==> config.mk <==
export PLATFORM = sky130hd
export DESIGN_NAME = fir_xifu_wb
export DESIGN_NICKNAME = d
export VERILOG_FILES = /design/src/rtl/fir_xifu_pkg.sv /design/src/rtl/fir_xifu_wb_buffer.sv /design/src/rtl/fir_xifu_wb.sv
export SDC_FILE = /design/constraint.sdc
export NUM_CORES = 1
export LEC_CHECK = 0
export CORE_MARGIN = 2
export CORE_UTILIZATION = 46
export DETAILED_ROUTE_END_ITERATION = 10
export PLACE_DENSITY = 0.77
export SYNTH_ARGS = -nofsm -noshare
export SYNTH_HDL_FRONTEND = slang
export SYNTH_SLANG_ARGS = --single-unit
==> constraint.sdc <==
create_clock -name clk_i -period 3.04 [get_ports clk_i]
set_input_delay 0.456 -clock clk_i [delete_from_list [all_inputs] [get_ports clk_i]]
set_output_delay 0.456 -clock clk_i [all_outputs]
set_load 0.02 [all_outputs]
==> src/rtl/fir_xifu_pkg.sv <==
// Shared types for the FIR XIFU writeback stage: EX/WB/regfile interface
// structs, the writeback head-state enum and default widths.
package fir_xifu_pkg;

    localparam int X_ID_WIDTH_DEFAULT = 4;
    localparam int NB_REGS_DEFAULT    = 4;
    localparam int REG_IDX_W          = $clog2(NB_REGS_DEFAULT);

    typedef struct packed {
        logic                          valid;
        logic [X_ID_WIDTH_DEFAULT-1:0] id;
        logic [4:0]                    rd;
        logic [31:0]                   result;
        logic                          is_mem;
        logic                          to_core;
        logic                          committed;
        logic                          killed;
    } fir_xifu_ex2wb_t;

    typedef struct packed {
        logic ready;
    } fir_xifu_wb2ex_t;

    typedef struct packed {
        logic                 write;
        logic [REG_IDX_W-1:0] rd;
        logic [31:0]          result;
    } fir_xifu_wb2regfile_t;

    // Reserved return path from the register file; nothing consumes it yet.
    typedef struct packed {
        logic [31:0] rdata;
    } fir_xifu_regfile2wb_t;

    typedef enum logic [1:0] {
        WB_IDLE,
        WB_WAIT,
        WB_RETIRE
    } wb_state_e;

endpackage

==> src/rtl/fir_xifu_wb_buffer.sv <==
// In-order retire buffer for the XIFU writeback stage. Holds entry storage
// and the head/tail/count pointers, applies accept, load-data fill, commit/
// kill and pop updates, and exposes the head entry as it will look after
// this cycle's updates so the owner can register its outputs one cycle early.
module fir_xifu_wb_buffer
    import fir_xifu_pkg::*;
#(
    parameter int NB_ENTRIES = 2,
    parameter int X_ID_WIDTH = X_ID_WIDTH_DEFAULT
) (
    input  logic                  clk,
    input  logic                  rst,
    input  logic                  push,
    input  logic [X_ID_WIDTH-1:0] push_id,
    input  logic [4:0]            push_rd,
    input  logic [31:0]           push_data,
    input  logic                  push_is_mem,
    input  logic                  push_to_core,
    input  logic                  push_committed,
    input  logic                  push_killed,
    input  logic                  fill,
    input  logic [31:0]           fill_data,
    input  logic                  commit,
    input  logic [X_ID_WIDTH-1:0] commit_id,
    input  logic                  commit_kill,
    input  logic                  pop,
    output logic                  full,
    output logic                  nhead_valid,
    output logic                  nhead_ready,
    output logic                  nhead_killed,
    output logic                  nhead_to_core,
    output logic [X_ID_WIDTH-1:0] nhead_id,
    output logic [4:0]            nhead_rd,
    output logic [31:0]           nhead_data
);

    localparam int PW = $clog2(NB_ENTRIES);
    localparam int CW = $clog2(NB_ENTRIES + 1);

    logic [PW-1:0] hd, tl, hd_n, tl_n;
    logic [CW-1:0] cnt, cnt_n;

    logic [NB_ENTRIES-1:0] valid_q, is_mem_q, dvalid_q, committed_q, killed_q, to_core_q;
    logic [NB_ENTRIES-1:0] valid_n, is_mem_n, dvalid_n, committed_n, killed_n, to_core_n;
    logic [X_ID_WIDTH-1:0] id_q   [NB_ENTRIES];
    logic [X_ID_WIDTH-1:0] id_n   [NB_ENTRIES];
    logic [4:0]            rd_q   [NB_ENTRIES];
    logic [4:0]            rd_n   [NB_ENTRIES];
    logic [31:0]           data_q [NB_ENTRIES];
    logic [31:0]           data_n [NB_ENTRIES];

    logic          fill_hit;
    logic [PW-1:0] fill_idx;
    logic [PW-1:0] scan_idx;
    int            scan;
    logic          push_hit;

    function automatic logic [PW-1:0] wrap_inc(input logic [PW-1:0] p);
        return (p == PW'(NB_ENTRIES - 1)) ? '0 : p + 1'b1;
    endfunction

    // Next contents: fill, then commit on stored entries, then pop, then push
    // (push last so a full-buffer push into the slot just freed wins).
    always_comb begin
        valid_n     = valid_q;
        is_mem_n    = is_mem_q;
        dvalid_n    = dvalid_q;
        committed_n = committed_q;
        killed_n    = killed_q;
        to_core_n   = to_core_q;
        id_n        = id_q;
        rd_n        = rd_q;
        data_n      = data_q;
        hd_n        = hd;
        tl_n        = tl;
        fill_hit    = 1'b0;
        fill_idx    = '0;
        scan        = 0;
        scan_idx    = '0;
        push_hit    = commit && (commit_id == push_id);

        // Oldest waiting load is the first match walking forward from head.
        for (int k = 0; k < NB_ENTRIES; k++) begin
            scan = int'(hd) + k;
            if (scan >= NB_ENTRIES) scan = scan - NB_ENTRIES;
            scan_idx = PW'(scan);
            if (!fill_hit && valid_q[scan_idx] && is_mem_q[scan_idx] && !dvalid_q[scan_idx]) begin
                fill_hit = 1'b1;
                fill_idx = scan_idx;
            end
        end
        if (fill && fill_hit) begin
            data_n[fill_idx]   = fill_data;
            dvalid_n[fill_idx] = 1'b1;
        end

        if (commit) begin
            for (int i = 0; i < NB_ENTRIES; i++) begin
                if (valid_q[i] && id_q[i] == commit_id) begin
                    committed_n[i] = 1'b1;
                    if (commit_kill) killed_n[i] = 1'b1;
                end
            end
        end

        if (pop) begin
            valid_n[hd] = 1'b0;
            hd_n        = wrap_inc(hd);
        end

        if (push) begin
            valid_n[tl]     = 1'b1;
            id_n[tl]        = push_id;
            rd_n[tl]        = push_rd;
            data_n[tl]      = push_data;
            is_mem_n[tl]    = push_is_mem;
            to_core_n[tl]   = push_to_core;
            dvalid_n[tl]    = !push_is_mem;
            committed_n[tl] = push_committed || push_hit;
            killed_n[tl]    = push_killed || (push_hit && commit_kill);
            tl_n            = wrap_inc(tl);
        end

        cnt_n = cnt + CW'(push) - CW'(pop);
    end

    assign full          = (cnt == CW'(NB_ENTRIES));
    assign nhead_valid   = (cnt_n != '0);
    // A killed load still needs its data to drain, so readiness is simply
    // committed-and-data-present for every kind of entry.
    assign nhead_ready   = committed_n[hd_n] && dvalid_n[hd_n];
    assign nhead_killed  = killed_n[hd_n];
    assign nhead_to_core = to_core_n[hd_n];
    assign nhead_id      = id_n[hd_n];
    assign nhead_rd      = rd_n[hd_n];
    assign nhead_data    = data_n[hd_n];

    // Control state: pointers, occupancy and valid bits.
    always_ff @(posedge clk or posedge rst) begin
        if (rst) begin
            hd      <= '0;
            tl      <= '0;
            cnt     <= '0;
            valid_q <= '0;
        end else begin
            hd      <= hd_n;
            tl      <= tl_n;
            cnt     <= cnt_n;
            valid_q <= valid_n;
        end
    end

    // Entry payload and flags; only meaningful where valid_q is set.
    always_ff @(posedge clk) begin
        is_mem_q    <= is_mem_n;
        dvalid_q    <= dvalid_n;
        committed_q <= committed_n;
        killed_q    <= killed_n;
        to_core_q   <= to_core_n;
        id_q        <= id_n;
        rd_q        <= rd_n;
        data_q      <= data_n;
    end

    // Load data must always have an outstanding load to land in.
    assert property (@(posedge clk) disable iff (rst) fill |-> fill_hit);

endmodule

==> src/rtl/fir_xifu_wb.sv <==
// Writeback stage of the FIR XIFU. Buffers completed EX operations, merges
// load data, waits for commit/kill, then retires the head either as a
// one-cycle register-file write or as a held result handshake to the core.
// All outputs are registered from the post-update head view, giving a
// one-cycle accept-to-retire latency for committed non-memory operations.
module fir_xifu_wb
    import fir_xifu_pkg::*;
#(
    parameter int NB_ENTRIES = 2,
    parameter int X_ID_WIDTH = X_ID_WIDTH_DEFAULT,
    parameter int NB_REGS    = NB_REGS_DEFAULT
) (
    input  logic                  clk_i,
    input  logic                  rst_i,
    input  fir_xifu_ex2wb_t       ex2wb_i,
    output fir_xifu_wb2ex_t       wb2ex_o,
    input  logic                  mem_rvalid_i,
    input  logic [31:0]           mem_rdata_i,
    input  logic                  commit_valid_i,
    input  logic [X_ID_WIDTH-1:0] commit_id_i,
    input  logic                  commit_kill_i,
    output logic                  result_valid_o,
    input  logic                  result_ready_i,
    output logic [X_ID_WIDTH-1:0] result_id_o,
    output logic [4:0]            result_rd_o,
    output logic [31:0]           result_data_o,
    output logic                  result_we_o,
    output fir_xifu_wb2regfile_t  wb2regfile_o,
    input  fir_xifu_regfile2wb_t  regfile2wb_i
);

    localparam int RD_W = $clog2(NB_REGS);

    wb_state_e state_q, state_n;

    logic                  pop, ready, push, full;
    logic                  nhead_valid, nhead_ready, nhead_killed, nhead_to_core;
    logic [X_ID_WIDTH-1:0] nhead_id;
    logic [4:0]            nhead_rd;
    logic [31:0]           nhead_data;

    logic                  rv_n;
    logic [X_ID_WIDTH-1:0] rid_n;
    logic [4:0]            rrd_n;
    logic [31:0]           rdata_n;
    fir_xifu_wb2regfile_t  rf_n;

    logic unused_regfile;
    assign unused_regfile = ^regfile2wb_i;

    // The presented head leaves on any cycle it is not a stalled core result.
    assign pop     = (state_q == WB_RETIRE) && (!result_valid_o || result_ready_i);
    assign ready   = !full || pop;
    assign push    = ex2wb_i.valid && ready;
    assign wb2ex_o = '{ready: ready};

    fir_xifu_wb_buffer #(
        .NB_ENTRIES (NB_ENTRIES),
        .X_ID_WIDTH (X_ID_WIDTH)
    ) u_buffer (
        .clk            (clk_i),
        .rst            (rst_i),
        .push           (push),
        .push_id        (ex2wb_i.id),
        .push_rd        (ex2wb_i.rd),
        .push_data      (ex2wb_i.result),
        .push_is_mem    (ex2wb_i.is_mem),
        .push_to_core   (ex2wb_i.to_core),
        .push_committed (ex2wb_i.committed),
        .push_killed    (ex2wb_i.killed),
        .fill           (mem_rvalid_i),
        .fill_data      (mem_rdata_i),
        .commit         (commit_valid_i),
        .commit_id      (commit_id_i),
        .commit_kill    (commit_kill_i),
        .pop            (pop),
        .full           (full),
        .nhead_valid    (nhead_valid),
        .nhead_ready    (nhead_ready),
        .nhead_killed   (nhead_killed),
        .nhead_to_core  (nhead_to_core),
        .nhead_id       (nhead_id),
        .nhead_rd       (nhead_rd),
        .nhead_data     (nhead_data)
    );

    // Next head state and next output values; a stalled core result holds.
    always_comb begin
        state_n = state_q;
        rv_n    = result_valid_o;
        rid_n   = result_id_o;
        rrd_n   = result_rd_o;
        rdata_n = result_data_o;
        rf_n    = '0;
        if (state_q != WB_RETIRE || pop) begin
            rv_n    = 1'b0;
            rid_n   = '0;
            rrd_n   = '0;
            rdata_n = '0;
            if (!nhead_valid) begin
                state_n = WB_IDLE;
            end else if (!nhead_ready) begin
                state_n = WB_WAIT;
            end else begin
                state_n = WB_RETIRE;
                if (!nhead_killed) begin
                    if (nhead_to_core) begin
                        rv_n    = 1'b1;
                        rid_n   = nhead_id;
                        rrd_n   = nhead_rd;
                        rdata_n = nhead_data;
                    end else begin
                        rf_n.write  = 1'b1;
                        rf_n.rd     = nhead_rd[RD_W-1:0];
                        rf_n.result = nhead_data;
                    end
                end
            end
        end
    end

    // Head state register.
    always_ff @(posedge clk_i or posedge rst_i) begin
        if (rst_i) state_q <= WB_IDLE;
        else       state_q <= state_n;
    end

    // Registered outputs, cleared immediately on reset.
    always_ff @(posedge clk_i or posedge rst_i) begin
        if (rst_i) begin
            result_valid_o <= 1'b0;
            result_we_o    <= 1'b0;
            result_id_o    <= '0;
            result_rd_o    <= '0;
            result_data_o  <= '0;
            wb2regfile_o   <= '0;
        end else begin
            result_valid_o <= rv_n;
            result_we_o    <= rv_n;
            result_id_o    <= rid_n;
            result_rd_o    <= rrd_n;
            result_data_o  <= rdata_n;
            wb2regfile_o   <= rf_n;
        end
    end

endmodule

After elaboration in Yosys (flattened, before gate mapping)
Cells that the tools add are included.
Operators by class
  $add $sub $neg: 7
  mux-type cells: 103
  equality and inequality tests: 6
  bitwise logic cells: 7
  reductions and logical operators: 30
  order comparisons: 16
Operators by type and width (count)
  $mux W32: 9
  $mux W35: 5
  $bwmux W64: 2
  $mux W64: 2
  $demux W32 S1: 2
  $mux W1: 42
  $mux W5: 8
  $mux W4: 8
  $mux W2: 11
  $logic_and A1 B1 Y1: 18
  $eq A4 B4 Y1: 3
  $lt A1 B2 Y1 const B: 6
  $bwmux W10: 1
  $bwmux W2: 5
  $mux W10: 1
  $bwmux W8: 1
  $ge A2 B2 Y1 const B: 4
  $mux W8: 1
  $logic_not A1 Y1: 6
  $not A1 Y2: 3
  $demux W5 S1: 1
  $logic_or A1 B1 Y1: 5
  $demux W4 S1: 1
  $eq A2 B2 Y1 const B: 2
  other kinds (14): 22
Storage, ports and cells
  bits in registers: 177
  output and inout port bits: 79
  input port bits: 120

Longest topological paths before layout
  word-level depth: 29
  mapped depth: 14
  gate-level depth less buffers: 13

By module
A second synthesis with hierarchy kept.
Unflattened totals
  cells, all modules: 698
  area total of the unflattened synthesis: 7388.3 µm²
Modules (own cells, without submodules)
  fir_xifu_wb_buffer: instances 1, cells each 517, area an instance 4644.5 µm²
  fir_xifu_wb: instances 1, cells each 181, area an instance 2743.9 µm²

Least setup slack after synthesis
No wires, ideal clock.
  path type: register to register
  start point: register result_we_o (netlist name)
  end point: register result_data_o[20]
  path slack: 412 ps
  period minus slack after synthesis: 2628 ps
  cell stages (with the launch flop): 15
  data arrival time: 2536 ps
  setup time: 92 ps
  path buffers: 1
  cells stage by stage: dfrtp_1 -> nor2b_2 -> o21a_1 -> inv_2 -> nand2_1 -> inv_1 -> ha_1 -> xnor2_1 -> xnor2_1 -> nor2_1 -> nor2_1 -> o31a_4 -> nand2_2 -> buf_4 -> o31ai_2
RTL lines
  end signal, assigned: line fir_xifu_wb.sv:142  | result_data_o <= rdata_n;
  end, declared: line fir_xifu_wb.sv:26  | output logic [31:0] result_data_o,

Worst setup path after layout
  start point: input commit_id_i[0]
  end point: register result_id_o[3]
On the way
  word-level cells in the longest chain between the ends: 11
RTL lines
  start, declared: line fir_xifu_wb.sv:20  | input logic [X_ID_WIDTH-1:0] commit_id_i,
  $eq A4 B4 Y1 (on tied branches): line fir_xifu_wb_buffer.sv:99, fir_xifu_wb_buffer.sv:80
  $logic_and A1 B1 Y1 (on tied branches): line fir_xifu_wb_buffer.sv:99, fir_xifu_wb_buffer.sv:80
  $mux W1 or $logic_and A1 B1 Y1 (tied branches): line fir_xifu_wb_buffer.sv:99, fir_xifu_wb_buffer.sv:120
  $mux W2 or $logic_or A1 B1 Y1 (tied branches): line fir_xifu_wb_buffer.sv:97, fir_xifu_wb_buffer.sv:120
  $bwmux W2 (on tied branches): line fir_xifu_wb_buffer.sv:120, fir_xifu_wb_buffer.sv:119
  $mux W2: line fir_xifu_wb_buffer.sv:111  | if (push) begin
  $mux W1 (on tied branches) (2 in a row): line fir_xifu_wb_buffer.sv:132, fir_xifu_wb_buffer.sv:131
  $mux W4 or $logic_and A1 B1 Y1 (tied branches): line fir_xifu_wb.sv:106, fir_xifu_wb_buffer.sv:131
  $mux W4 (*): line fir_xifu_wb.sv:102  | end else if (!nhead_ready) begin
  $mux W4 (*): line fir_xifu_wb.sv:100  | if (!nhead_valid) begin
  end signal, assigned: line fir_xifu_wb.sv:140  | result_id_o <= rid_n;
  end, declared: line fir_xifu_wb.sv:24  | output logic [X_ID_WIDTH-1:0] result_id_o,
Mark *: on every way between the ends. The rest lies on a longest branch, timed or not. The select of a mux whose other input is x is not followed.
A chain may end at the register's enable or synchronous reset.

==> insert_results.sql <==
INSERT INTO impl_metrics (metric_group, metric, value, unit) VALUES
('power_and_ir_drop', 'max-vdd-ir-drop', '570', 'uV'),
('layout', 'finalNetCount', '1090', ''),
('synth', 'syn_nets', '920', ''),
('synth', 'async_flop_share', '48.0', '%'),
('status', 'outcome', 'complete, no violations', ''),
('detailed_routing', 'vias', '6052', ''),
('detailed_routing', 'wirelength', '19500', 'um'),
('setup_path', 'cp-startpoint', 'commit_id_i[0]', ''),
('synth', 'ys_seq_elements', '177', ''),
('cts', 'path_clk_slew', '0.07', 'ns'),
('place', 'globalplace.congestion', '0.826', ''),
('synth', 'netlist_top_cells_area', 'sky130_fd_sc_hd__dfrtp_1 (27%), sky130_fd_sc_hd__dfxtp_1 (23%), sky130_fd_sc_hd__mux2i_1 (11%)', ''),
('detailed_routing', 'drtPass1Iterations', '5', ''),
('cts', 'cts_hold_buffers', '0', ''),
('synth', 'synth_area_leader_cell', 'sky130_fd_sc_hd__dfrtp_1', ''),
('timing', 'fmaxAchievable', '386', 'MHz'),
('timing', 'post-route-period-util', '85.2', '%'),
('floorplan', 'width_of_the_die', '134', 'um'),
('setup_path', 'setup.reg_to_reg.worst_slack', '0.52', 'ns'),
('synth', 'syn_inst', '798', ''),
('cts', 'tritoncts_num_sinks', '177', ''),
('grt', 'global_route_wire_length_before_repair', '30900', 'um'),
('detailed_routing', 'avgRoutedWirePerCell', '16.3', 'um'),
('timing', 'grt_setup_unrepaired', 'false', ''),
('floorplan', 'floorplan.die.height', '134', 'um'),
('synth', 'ys.flop_type', 'sky130_fd_sc_hd__dfxtp_1', ''),
('timing', 'fin_setup_tns', '0', 'ns'),
('floorplan', 'die_area', '18100', 'um^2'),
('timing', 'finalHoldViolCount', '0', ''),
('setup_path', 'worst_ep_arrival_time', '2.92', 'ns'),
('place', 'dp_hpwl', '13200', 'um'),
('timing', 'period_needed', '2.59', 'ns'),
('layout', 'layout-drive-gt1-share', '12.7', '%'),
('grt', 'largest_net_degree_at_the_start_of_global_routing', '73', ''),
('power_and_ir_drop', 'p_leak', '0.00462', 'uW'),
('timing', 'report.final.slew_viol_count', '0', ''),
('detailed_routing', 'drt_drc_violations_left', '0', ''),
('synth', 'synth.distinct_cells', '59', ''),
('cts', 'cts_setup_buffers', '0', ''),
('setup_path', 'reg2reg_to', 'result_id_o[3]$_DFFE_PP0P_', ''),
('setup_path', 'worstRegToRegCells', '13', ''),
('synth', 'post-synth-top-area-fraction', '27.2', '%'),
('job', 'max_cap_violations', '0', ''),
('floorplan', 'initial_utilization', '47.1', '%'),
('grt', 'grt_remaining_overflow', '0', ''),
('setup_path', 'cp-start-kind', 'input port', ''),
('cts', 'tritoncts', 'yes', ''),
('power_and_ir_drop', 'power-per-cell-area', '1150', 'nW/um^2'),
('layout', 'synthToLayoutAreaGrowth', '33.7', '%'),
('timing', 'slew-limit-headroom', '63.2', '%'),
('floorplan', 'rows', '47', ''),
('timing', 'timing.final.setup_violations', '0', ''),
('setup_path', 'reg2reg_from', 'result_we_o$_DFFE_PP0P_', ''),
('layout', 'fillCellCount', '1403', ''),
('grt', 'grt_usage', '22.1', '%'),
('detailed_routing', 'drt_first_iter_violations', '297', ''),
('cts', 'ctsRootBufferMaster', 'sky130_fd_sc_hd__clkbuf_16', ''),
('layout', 'multiInputGateArea', '3290', 'um^2'),
('layout', 'diodes', '0', ''),
('cts', 'worstSkewPairLatency', '0.42', 'ns'),
('floorplan', 'ioPinCount', '199', ''),
('synth', 'synth_enable_flop_cells', '2', ''),
('setup_path', 'worstPathRequired', '3.37', 'ns'),
('cts', 'post_cts_resized', '0', ''),
('cts', 'ctsLongestPathBuffers', '2', ''),
('setup_path', 'critPathMaxFanout', '22', ''),
('place', 'quantity_of_i_o_buffers_inserted_on_ports', '166', ''),
('grt', 'vias_in_the_first_global_route', '6018', ''),
('setup_path', 'criticalPathCategory', 'in2reg', ''),
('synth', 'yosys_warnings', '0', ''),
('timing', 'clock-skew-final', '0.0106', 'ns');
-- sequential cells by signal (all words and copies together), names as in the netlist --
signal                count
u_buffer.valid_q          2
u_buffer.is_mem_q         2
u_buffer.to_core_q        2
result_we_o               1
result_rd_o               5
result_data_o            32
state_q                   2
u_buffer.killed_q         2
u_buffer.tl               1
u_buffer.dvalid_q         2
u_buffer.rd_q            10
u_buffer.cnt              2
result_id_o               4
u_buffer.id_q             8
u_buffer.hd               1
u_buffer.data_q          64
u_buffer.committed_q      2
wb2regfile_o             35
-- layout by cell type, fill, tap and decap left out, drive strengths merged, types with 3 or more instances in the layout --
cell / instances
dfrtp: 85
a22o: 10
nor3: 7
nand2: 152
nand3: 4
o21ai: 74
xnor2: 6
nor2: 30
nor4: 4
a2111oi: 3
mux2: 22
a31oi: 3
clkdlybuf4s50: 166
xor2: 5
inv: 91
o31ai: 31
nor2b: 15
and2: 4
dfxtp: 90
buf: 31
a21oi: 6
mux2i: 87
clkbuf: 19
clkinv: 5
-- power breakdown --
part	internal, uW	switching (uW)	leakage [uW]	total (uW)
sequential	3410	419	0.00193	3830
combinational	2600	3350	0.00240	5960
clock	1250	939	0.000287	2190
total	7270	4710	0.00462	12000
-- routing by layer --
| metal | vias to the layer above | wire length [um] | GRT usage, % |
|---|---|---|---|
| met1 | 2861 | 8910 | 29.1 |
| met3 | 25 | 1210 | 5.63 |
| met2 | 180 | 9030 | 35.3 |
| met5 | - | 0 | 0 |
| met4 | 0 | 360 | 7.95 |
| li1 | 2986 | - | - |
-- per-stage QoR --
step           utilization, %  instance area [um^2]  std cells  total power (uW)  setup WS [ns]
2_1_floorplan               -                  7820        798              7740          0.391
3_3_place_gp             59.5                  9860       1169              9690         0.0640
3_5_place_dp             59.5                  9860       1169              9830         0.0209
4_1_cts                  63.0                 10500       1201             12100          0.466
5_1_grt                  63.0                 10500       1201             12800          0.231
6_report                 63.0                 10500       1201             12000          0.450
-- kinds of logic after synthesis --
| group | synth area share [%] |
|---|---|
| flip-flops | 51.0 |
| multiplexers | 14.3 |
| AO/OA/AOI/OAI | 12.9 |
| buffers and inverters | 7.22 |
| adder cells (fa/ha/maj) | 0.320 |
| AND/OR/NAND/NOR | 12.8 |
| XOR/XNOR | 1.52 |
-- layout make-up --
class	instances	area share [%]
clock buffer	19	4.24
clock inverter	13	1.42
inverter	87	3.14
multi-input combinational	488	31.5
sequential	177	38.2
tap	220	2.63
timing repair buffer	197	19.0
-- worst min path at each step --
stage                                 endpoint  slack (ns)  cells past startpoint
floorplan             u_buffer.rd_q[4]$_DFF_P_        0.42                      2
global placement      u_buffer.rd_q[2]$_DFF_P_        0.43                      2
detailed placement    u_buffer.rd_q[2]$_DFF_P_        0.43                      2
CTS                 wb2regfile_o[29]$_DFF_PP0_        0.33                      2
global route        wb2regfile_o[29]$_DFF_PP0_        0.35                      2
finish              wb2regfile_o[29]$_DFF_PP0_        0.33                      2
-- critical path, stage by stage --
cell	delay (ns)
sky130_fd_sc_hd__clkdlybuf4s50_1	0.48
sky130_fd_sc_hd__nor2b_1	0.16
sky130_fd_sc_hd__a2111oi_1	0.47
sky130_fd_sc_hd__a31oi_1	0.26
sky130_fd_sc_hd__nor4_4	0.39
sky130_fd_sc_hd__o31a_4	0.21
sky130_fd_sc_hd__nand2_2	0.07
sky130_fd_sc_hd__buf_12	0.19
sky130_fd_sc_hd__o31ai_1	0.23
Power figures use the tool's default switching activity.
